--- src/rtl/tt_accum_alu_if.sv ---
// Handshake and operand bundle for tt_accum_alu: operand/op input channel,
// result output channel and the synchronous accumulator clear.
interface tt_accum_alu_if #(
    parameter int WIDTH     = 8,
    parameter int ACC_WIDTH = 16
);
    logic                 in_valid;
    logic                 in_ready;
    logic [1:0]           op;
    logic [WIDTH-1:0]     a;
    logic [WIDTH-1:0]     b;
    logic                 clear;
    logic                 out_valid;
    logic                 out_ready;
    logic [ACC_WIDTH-1:0] result;
    logic                 ovf;
    logic                 ovf_sticky;

    modport master (
        output in_valid, op, a, b, clear, out_ready,
        input  in_ready, out_valid, result, ovf, ovf_sticky
    );

    modport slave (
        input  in_valid, op, a, b, clear, out_ready,
        output in_ready, out_valid, result, ovf, ovf_sticky
    );
endinterface

--- src/rtl/tt_accum_alu.sv ---
// Registered multi-mode arithmetic unit (ADD/SUB/ACC/MAC) with an internal
// accumulator, saturate-or-wrap overflow handling and a single-entry output register.
module tt_accum_alu #(
    parameter int WIDTH     = 8,
    parameter int ACC_WIDTH = 16,
    parameter bit SATURATE  = 1'b1
) (
    input  logic          clk,
    input  logic          rst_n,
    tt_accum_alu_if.slave bus
);

    generate
        if (ACC_WIDTH < 2 * WIDTH) begin : g_width_check
            $error("tt_accum_alu: ACC_WIDTH must be at least 2*WIDTH");
        end
    endgenerate

    typedef enum logic [1:0] {
        OP_ADD = 2'b00,
        OP_SUB = 2'b01,
        OP_ACC = 2'b10,
        OP_MAC = 2'b11
    } op_e;

    // Two guard bits hold any ACC/MAC sum before it is checked against MAX.
    localparam int EXT = ACC_WIDTH + 2;
    localparam logic [EXT-1:0]       MAX_EXT = {2'b00, {ACC_WIDTH{1'b1}}};
    localparam logic [ACC_WIDTH-1:0] MAX_ACC = {ACC_WIDTH{1'b1}};

    logic [ACC_WIDTH-1:0] acc_r;
    logic [ACC_WIDTH-1:0] result_r;
    logic                 ovf_r;
    logic                 ovf_sticky_r;
    logic                 out_valid_r;

    logic                 accept_s;
    logic [EXT-1:0]       a_ext_s;
    logic [EXT-1:0]       b_ext_s;
    logic [EXT-1:0]       acc_eff_s;
    logic [EXT-1:0]       term_s;
    logic [EXT-1:0]       calc_s;
    logic [ACC_WIDTH-1:0] res_s;
    logic [ACC_WIDTH-1:0] acc_next_s;
    logic                 acc_load_s;
    logic                 ovf_s;

    assign bus.in_ready   = !out_valid_r || bus.out_ready;
    assign accept_s       = bus.in_valid && bus.in_ready;
    assign bus.out_valid  = out_valid_r;
    assign bus.result     = result_r;
    assign bus.ovf        = ovf_r;
    assign bus.ovf_sticky = ovf_sticky_r;

    assign a_ext_s   = {{(EXT-WIDTH){1'b0}}, bus.a};
    assign b_ext_s   = {{(EXT-WIDTH){1'b0}}, bus.b};
    assign acc_eff_s = bus.clear ? {EXT{1'b0}} : {2'b00, acc_r};

    // Operation datapath: candidate result, overflow flag and accumulator update.
    always_comb begin
        term_s     = {EXT{1'b0}};
        calc_s     = {EXT{1'b0}};
        res_s      = {ACC_WIDTH{1'b0}};
        acc_next_s = acc_r;
        acc_load_s = 1'b0;
        ovf_s      = 1'b0;
        case (op_e'(bus.op))
            OP_ADD: begin
                calc_s = a_ext_s + b_ext_s;
                res_s  = calc_s[ACC_WIDTH-1:0];
            end
            OP_SUB: begin
                calc_s = a_ext_s - b_ext_s;
                if (bus.a < bus.b) begin
                    ovf_s = 1'b1;
                    res_s = SATURATE ? {ACC_WIDTH{1'b0}} : calc_s[ACC_WIDTH-1:0];
                end else begin
                    res_s = calc_s[ACC_WIDTH-1:0];
                end
            end
            OP_ACC, OP_MAC: begin
                if (op_e'(bus.op) == OP_MAC) begin
                    term_s = a_ext_s * b_ext_s;
                end else begin
                    term_s = a_ext_s + b_ext_s;
                end
                calc_s     = acc_eff_s + term_s;
                acc_load_s = 1'b1;
                if (calc_s > MAX_EXT) begin
                    ovf_s      = 1'b1;
                    acc_next_s = SATURATE ? MAX_ACC : calc_s[ACC_WIDTH-1:0];
                end else begin
                    acc_next_s = calc_s[ACC_WIDTH-1:0];
                end
                res_s = acc_next_s;
            end
            default: begin
                res_s = {ACC_WIDTH{1'b0}};
            end
        endcase
    end

    // Output register: load on accept, drop valid once the consumer takes it.
    always_ff @(posedge clk or negedge rst_n) begin
        if (!rst_n) begin
            out_valid_r <= 1'b0;
            result_r    <= {ACC_WIDTH{1'b0}};
            ovf_r       <= 1'b0;
        end else if (accept_s) begin
            out_valid_r <= 1'b1;
            result_r    <= res_s;
            ovf_r       <= ovf_s;
        end else if (bus.out_ready) begin
            out_valid_r <= 1'b0;
        end else begin
            out_valid_r <= out_valid_r;
        end
    end

    // Accumulator: accumulating ops already fold clear in through acc_eff_s.
    always_ff @(posedge clk or negedge rst_n) begin
        if (!rst_n) begin
            acc_r <= {ACC_WIDTH{1'b0}};
        end else if (accept_s && acc_load_s) begin
            acc_r <= acc_next_s;
        end else if (bus.clear) begin
            acc_r <= {ACC_WIDTH{1'b0}};
        end else begin
            acc_r <= acc_r;
        end
    end

    // Sticky overflow: a new overflow event wins over a coincident clear.
    always_ff @(posedge clk or negedge rst_n) begin
        if (!rst_n) begin
            ovf_sticky_r <= 1'b0;
        end else if (accept_s && ovf_s) begin
            ovf_sticky_r <= 1'b1;
        end else if (bus.clear) begin
            ovf_sticky_r <= 1'b0;
        end else begin
            ovf_sticky_r <= ovf_sticky_r;
        end
    end

endmodule

--- src/flat_wrapper.sv ---
// flat-port wrapper written by rule: the top's interface ports become plain ports
module tt_accum_alu_flat 
#(
    parameter int WIDTH     = 8,
    parameter int ACC_WIDTH = 16,
    parameter bit SATURATE  = 1'b1
)
  (clk, rst_n, bus_in_valid, bus_op, bus_a, bus_b, bus_clear, bus_out_ready, bus_in_ready, bus_out_valid, bus_result, bus_ovf, bus_ovf_sticky);
  tt_accum_alu_if #(.WIDTH(WIDTH), .ACC_WIDTH(ACC_WIDTH)) bus_i ();
  input  logic clk;
  input  logic rst_n;
  input wire logic [$bits(bus_i.in_valid)-1:0] bus_in_valid;
  input wire logic [$bits(bus_i.op)-1:0] bus_op;
  input wire logic [$bits(bus_i.a)-1:0] bus_a;
  input wire logic [$bits(bus_i.b)-1:0] bus_b;
  input wire logic [$bits(bus_i.clear)-1:0] bus_clear;
  input wire logic [$bits(bus_i.out_ready)-1:0] bus_out_ready;
  output wire logic [$bits(bus_i.in_ready)-1:0] bus_in_ready;
  output wire logic [$bits(bus_i.out_valid)-1:0] bus_out_valid;
  output wire logic [$bits(bus_i.result)-1:0] bus_result;
  output wire logic [$bits(bus_i.ovf)-1:0] bus_ovf;
  output wire logic [$bits(bus_i.ovf_sticky)-1:0] bus_ovf_sticky;
  assign bus_i.in_valid = bus_in_valid;
  assign bus_i.op = bus_op;
  assign bus_i.a = bus_a;
  assign bus_i.b = bus_b;
  assign bus_i.clear = bus_clear;
  assign bus_i.out_ready = bus_out_ready;
  assign bus_in_ready = bus_i.in_ready;
  assign bus_out_valid = bus_i.out_valid;
  assign bus_result = bus_i.result;
  assign bus_ovf = bus_i.ovf;
  assign bus_ovf_sticky = bus_i.ovf_sticky;
  tt_accum_alu #(.WIDTH(WIDTH), .ACC_WIDTH(ACC_WIDTH), .SATURATE(SATURATE)) u_core (.clk(clk), .rst_n(rst_n), .bus(bus_i));
endmodule
--- config.mk ---
export PLATFORM = sky130hd
export DESIGN_NAME = tt_accum_alu_flat
export DESIGN_NICKNAME = d
export VERILOG_FILES = /design/src/rtl/tt_accum_alu_if.sv /design/src/rtl/tt_accum_alu.sv /design/src/flat_wrapper.sv
export SDC_FILE = /design/constraint.sdc
export NUM_CORES = 1
export LEC_CHECK = 0
export BUFFER_PORTS_ARGS = -buffer_cell sky130_fd_sc_hd__buf_2
export CAP_MARGIN = 0
export CORE_UTILIZATION = 60
export DETAILED_ROUTE_END_ITERATION = 10
export GPL_TIMING_DRIVEN = 1
export PLACE_DENSITY = 0.8
export SLEW_MARGIN = 20
export SYNTH_ARGS = -nofsm -noshare
export SYNTH_HDL_FRONTEND = slang
export SYNTH_SLANG_ARGS = --single-unit
--- constraint.sdc ---
create_clock -name clk -period 5.85 [get_ports clk]
set_clock_uncertainty 0.05 [all_clocks]
set_input_delay 0.8775 -clock clk [delete_from_list [all_inputs] [get_ports clk]]
set_output_delay 0.8775 -clock clk [all_outputs]
set_load 0.02 [all_outputs]
[Word-level counts from Yosys, hierarchy flattened]
Cells that the tools add are included.
Word-level totals
  flip-flop bits (word level): 35
  input bits: 23
  output and inout bits: 20
  word-level logic and storage cells: 43
Operators by class
  $add $sub $neg: 3
  multipliers: 1
  $lt $le $gt $ge: 2
  equality and inequality tests: 4
  multiplexer cells: 17
  reductions and logical operators: 11
Operators with widths (count)
  two-way mux 16 bit: 6
  case mux 16 bit (3 select lines): 1
  two-way mux 18 bit: 2
  adder 18 bit: 1
  greater-than comparator 18 x 16 -> 1 bit (second input constant): 1
  multiplier 8 x 8 -> 16 bit: 1
  adder 8 x 8 -> 9 bit: 1
  subtractor 8 x 8 -> 9 bit: 1
  less-than comparator 8 bit: 1
  two-way mux 1 bit: 7
  nonzero test 2 bit: 3
  equality test 2 bit (second input constant): 2
  logical AND 1 bit: 3
  equality test 2 x 1 -> 1 bit (second input constant): 1
  zero test 2 bit: 1
  inequality test 2 bit (second input constant): 1
  case mux 1 bit (2 select lines): 1
  AND reduction 2 bit: 1
  OR reduction 2 bit: 1
  zero test 1 bit: 1
  logical OR 1 bit: 1

[Depth between registers and ports, before layout]
  word-level depth: 9
  depth in mapped cells: 28
  gate-level depth less buffers: 25

[Worst setup path before layout]
No wires, ideal clock.
  path type: input to register
  start point: input port bus_b[4]
  end point: register u_core.ovf_sticky_r, in the netlist u_core.bus.ovf_sticky
  library setup time: 141 ps
  arrival: 6092 ps
  required time: 5659 ps
  slack: -433 ps
  cell stages on the path: 23
  buffers on the path: 2
  cells stage by stage: ha_1 fa_1 fa_1 fa_1 inv_1 fa_1 inv_1 ha_1 a21o_1 a31oi_1 o2111ai_1 a211oi_1 o2111ai_1 o31ai_1 ha_1 o21ai_0 a21oi_1 nor4bb_2 or2_1 buf_6 buf_6 mux2i_4 o22ai_1
On the way
  cells in the longest elaborated chain, start to end: 9
  elaborated cells between the ends (all ways): 13
  classes of those cells: 2 x add/sub; 1 x mul; 2 x order compare; 6 x mux; 2 x reduce/logical
Ends and longest elaborated chain
  start: declaration: RTL line flat_wrapper.sv:15  | input wire logic [$bits(bus_i.b)-1:0] bus_b;
  multiplier 8 x 8 -> 16 bit or adder 8 x 8 -> 9 bit (tied branches): RTL line tt_accum_alu.sv:83, tt_accum_alu.sv:85
  two-way mux 18 bit: RTL line tt_accum_alu.sv:82  | if (op_e'(bus.op) == OP_MAC) begin
  two-way mux 18 bit: RTL line tt_accum_alu.sv:67  | case (op_e'(bus.op))
  adder 18 bit: RTL line tt_accum_alu.sv:87  | calc_s = acc_eff_s + term_s;
  greater-than comparator 18 x 16 -> 1 bit: RTL line tt_accum_alu.sv:89  | if (calc_s > MAX_EXT) begin
  two-way mux 1 bit: RTL line tt_accum_alu.sv:89
  case mux 1 bit (2 select lines) *: RTL line tt_accum_alu.sv:67
  logical AND 1 bit *: RTL line tt_accum_alu.sv:137  | end else if (accept_s && ovf_s) begin
  two-way mux 1 bit or nonzero test 2 bit (tied branches)
  end signal: assignment: RTL line tt_accum_alu.sv:142  | ovf_sticky_r <= ovf_sticky_r;
  end: declaration: RTL line tt_accum_alu.sv:34  | logic ovf_sticky_r;
Every way passes the cells marked *; elsewhere a longest branch is shown, timed or not. The select of a mux whose other input is x is not followed.
A chain may end at the register's enable or synchronous reset.

[Final worst setup path]
  start point: input port bus_b[6]
  end point: register u_core.acc_r[6]
On the way
  cells in the longest elaborated chain, start to end: 8
  elaborated cells between the ends (all ways): 9
  classes of those cells: 2 x add/sub; 1 x mul; 1 x order compare; 5 x mux
Ends and longest elaborated chain
  multiplier 8 x 8 -> 16 bit or adder 8 x 8 -> 9 bit (tied branches): RTL line tt_accum_alu.sv:83, tt_accum_alu.sv:85
  two-way mux 18 bit *: RTL line tt_accum_alu.sv:82
  two-way mux 18 bit *: RTL line tt_accum_alu.sv:67
  adder 18 bit *: RTL line tt_accum_alu.sv:87
  greater-than comparator 18 x 16 -> 1 bit: RTL line tt_accum_alu.sv:89
  two-way mux 16 bit *: RTL line tt_accum_alu.sv:89
  two-way mux 16 bit *: RTL line tt_accum_alu.sv:67
  two-way mux 16 bit *: RTL line tt_accum_alu.sv:124  | end else if (accept_s && acc_load_s) begin
  end signal: assignment: RTL line tt_accum_alu.sv:123  | acc_r <= {ACC_WIDTH{1'b0}};
  end signal: assignment: RTL line tt_accum_alu.sv:125  | acc_r <= acc_next_s;
  end signal: assignment: RTL line tt_accum_alu.sv:127  | acc_r <= {ACC_WIDTH{1'b0}};
  end: declaration: RTL line tt_accum_alu.sv:31  | logic [ACC_WIDTH-1:0] acc_r;
Marked as above.

==> impl_metrics.py <==
metrics = {
    "timing": {
        "hold_slack_ns": 0.448,
        "finalCritPeriodShare_pct": 106,
        "fin_crit_ns": 6.20,
        "fmax_mhz": 161,
        "fin_setup_tns_ns": -7.71,
        "setup_violations": 34,
        "slew-limit-headroom_pct": 48.4,
        "rsz0062_at_grt": "yes",
        "worst_slew_pin_slew_ns": 0.775,
        "slew_viol_final": 0,
        "hold_violations": 0,
        "setup_ws_ns": -0.347,
    },
    "cells_and_area": {
        "drive_above_1_share_pct": 32.1,
        "final_common_cell": "buf_4",
        "fin_nets": 893,
        "antenna_cells": 0,
        "syn_to_final_growth_pct": 31.9,
        "stdcell_count": 869,
        "mostFrequentLayoutCells": "99 x buf_4, 68 x inv_1, 59 x ha_1",
        "final_util_pct": 83.3,
        "fillers": 502,
        "finalInstanceArea_um2": 6980,
    },
    "critical_path": {
        "cpLargestDelayFamily": "adder cells",
        "rr_startpoint": "u_core.acc_r[0]$_DFFE_PN0P_",
        "cp-end-kind": "flip-flop",
        "cp_num_buf_inv": 5,
        "rr_worst_depth": 12,
        "cp.arrival_ns": 6.33,
        "r2r-end": "u_core.bus.result[10]$_DFFE_PN0P_",
        "cpMostUsedCell": "fa_1",
        "critPathMaxStageDelay_ns": 0.50,
        "reg2reg_slack_ns": 2.92,
        "cpMaxStageDelayCell": "fa_1",
        "worst_ep_required_time_ns": 5.99,
        "startpoint_type": "input port",
        "crit_path_max_fanout": 7,
        "crit_type": "in -> reg",
        "crit_cells": 25,
    },
    "placed_design": {
        "hpwl_mm": 11.4,
        "placed_area_um2": 6300,
        "pre_cts_slack_ns": -0.650,
        "place.gp.congestion": 0.962,
        "portBuffers": 42,
        "dp.cells": 846,
    },
    "logic_synthesis": {
        "synth_fa_ha_area_share_pct": 30.8,
        "synth_cells": 630,
        "yosysWarningCount": 0,
        "synth-compound-area-share_pct": 19.0,
        "synthMuxAreaShare_pct": 1.61,
        "synth_cell_types": 62,
        "synth_simple_gate_area_share_pct": 20.7,
        "synth_top_family_by_area": "adder cells",
        "synth-main-ff-cell": "dfrtp_1",
        "syn_area_um2": 5290,
        "synth-edff-count": 0,
        "synth_area_per_cell_um2": 8.40,
        "ys_ff_latch": 35,
        "async_flop_share_pct": 100,
        "yosysSeqAreaShare_pct": 16.5,
        "synth-xor-area-share_pct": 4.30,
        "syn_nets": 760,
    },
    "hold_path": {
        "hp-class": "reg -> reg",
        "holdCritStartpoint": "u_core.bus.result[14]$_DFFE_PN0P_",
        "min_to": "u_core.bus.result[14]$_DFFE_PN0P_",
        "hold_depth": 2,
    },
    "die": {
        "die_y_um": 95.9,
        "fp-row-count": 33,
        "fp.dieW_um": 95.9,
        "die_area_um2": 9200,
        "core_area_um2": 8380,
        "initial_core_util_pct": 63.2,
        "ios": 43,
    },
    "cts": {
        "numCtsBuffers": 5,
        "htree_num_levels": 2,
        "ctsLongestPathBuffers": 2,
        "hold_buffers": 0,
        "cts-root-buf": "clkbuf_8",
        "clock_sinks": 35,
        "cts_tree": "yes",
        "clkTransAtPathRegs_ns": 0.07,
        "clkLatencyLatePin_ns": 0.30,
    },
    "drt": {
        "wire_per_inst_um": 18.1,
        "vias": 5238,
        "drt_iter0_markers": 274,
        "drt-total-wl_mm": 15.8,
        "firstDrtPassIters": 5,
        "drc": 0,
        "ant_nets": 0,
        "drt-vias-per-instance": 6.03,
    },
    "grt": {
        "grt_pass1_vias": 5182,
        "antenna_found_initial": 0,
        "grt_max_degree": 36,
        "grt_usage_pct": 34.4,
        "grt_pass1_wl_mm": 24.2,
        "overflow": 0,
    },
    "run_status": {
        "status": "complete, but fails checks",
        "violations": "negative setup slack",
    },
    "power": {
        "pwr_density_cell_nw_per_um2": 301,
        "p_total_mw": 2.10,
        "power.leakage_nw": 3.56,
        "vdd_drop_max_mv": 0.178,
    },
    "run": {
        "cap_violations": 0,
    },
}
sequential cells by signal, indices dropped and copies added, names as in the netlist:
register / cells
u_core.acc_r: 16
u_core.bus.result: 16
u_core.bus.out_valid: 1
u_core.bus.ovf_sticky: 1
u_core.bus.ovf: 1
kinds of logic (layout without fill, tap and decap cells):
| kind of cell | after synthesis | after routing |
|---|---|---|
| AOI/OAI and AO/OA | 151 | 151 |
| xor gates and xnor gates | 26 | 26 |
| adders and majority gates | 107 | 107 |
| buffers and inverters | 93 | 227 |
| DFF | 35 | 35 |
| muxes | 7 | 7 |
| and+or+nand+nor | 211 | 211 |
layout make-up:
cell class / count / area (um^2) / share of cell area (%)
repair buffers: 144 / 1070 / 15.3
clock inverters: 3 / 43.8 / 0.627
flip-flops and latches: 35 / 876 / 12.5
inverters: 75 / 285 / 4.09
multi-input cells: 502 / 4510 / 64.6
clock buffers: 5 / 68.8 / 0.986
well taps: 105 / 131 / 1.88
per-layer routing:
layer | GRT usage, % | up-vias | share of wire (%)
met1 | 43.0 | 2542 | 41
li1 | - | 2398 | -
met2 | 61.3 | 239 | 49
met4 | 11.7 | 0 | 3.5
met3 | 4.19 | 59 | 5.8
met5 | 0 | - | 0
how the worst max path moves through the flow:
stage	slack, ns	endpoint	startpoint
after floorplan	-0.06	u_core.bus.ovf_sticky$_DFFE_PN0P_	bus_a[3]
after global placement	-0.53	u_core.bus.result[5]$_DFFE_PN0P_	bus_b[7]
after detailed placement	-0.65	u_core.bus.result[5]$_DFFE_PN0P_	bus_b[4]
after CTS	-0.08	u_core.acc_r[6]$_DFFE_PN0P_	bus_b[2]
after global routing	-0.46	u_core.acc_r[6]$_DFFE_PN0P_	bus_b[6]
final	-0.35	u_core.acc_r[6]$_DFFE_PN0P_	bus_b[6]
synth_stat cells, drive strengths merged, types with 5 or more instances:
| library cell | count | area, um^2 |
|---|---|---|
| ha | 68 | 851 |
| a211oi | 8 | 60.1 |
| nand3 | 11 | 55.1 |
| buf | 5 | 42.5 |
| nor3 | 5 | 25.0 |
| xnor2 | 17 | 149 |
| clkbuf | 13 | 48.8 |
| inv | 75 | 282 |
| a21bo | 7 | 70.1 |
| o21a | 6 | 45.0 |
| a21o | 11 | 82.6 |
| nand2b | 8 | 50.1 |
| and2 | 45 | 282 |
| dfrtp | 35 | 876 |
| nor2b | 22 | 145 |
| nand2 | 47 | 176 |
| a21oi | 35 | 179 |
| or2 | 5 | 31.3 |
| o31ai | 11 | 87.6 |
| mux2i | 5 | 62.6 |
| fa | 39 | 781 |
| o21ai | 37 | 200 |
| a31oi | 8 | 50.1 |
| nor2 | 52 | 195 |
| xor2 | 9 | 78.8 |
power by group:
| group | internal [mW] | total, mW | switching (mW) |
|---|---|---|---|
| sequential | 0.289 | 0.309 | 0.0201 |
| clock | 0.127 | 0.224 | 0.0970 |
| combinational | 0.737 | 1.57 | 0.833 |
tightest hold or removal path, cell delays in order (launching register included):
cell	delay, ns
dfrtp_1	0.34
nand2_1	0.06
nand3_1	0.07
repair_timing:
item                                   4_1_cts  5_1_grt
setup endpoints to repair                   32       34
pin swaps                                   41       43
endpoints found under the hold margin        0        0
buffers inserted                             8        8
gates resized for setup                     50       61
(Power assumes the default switching activity.)
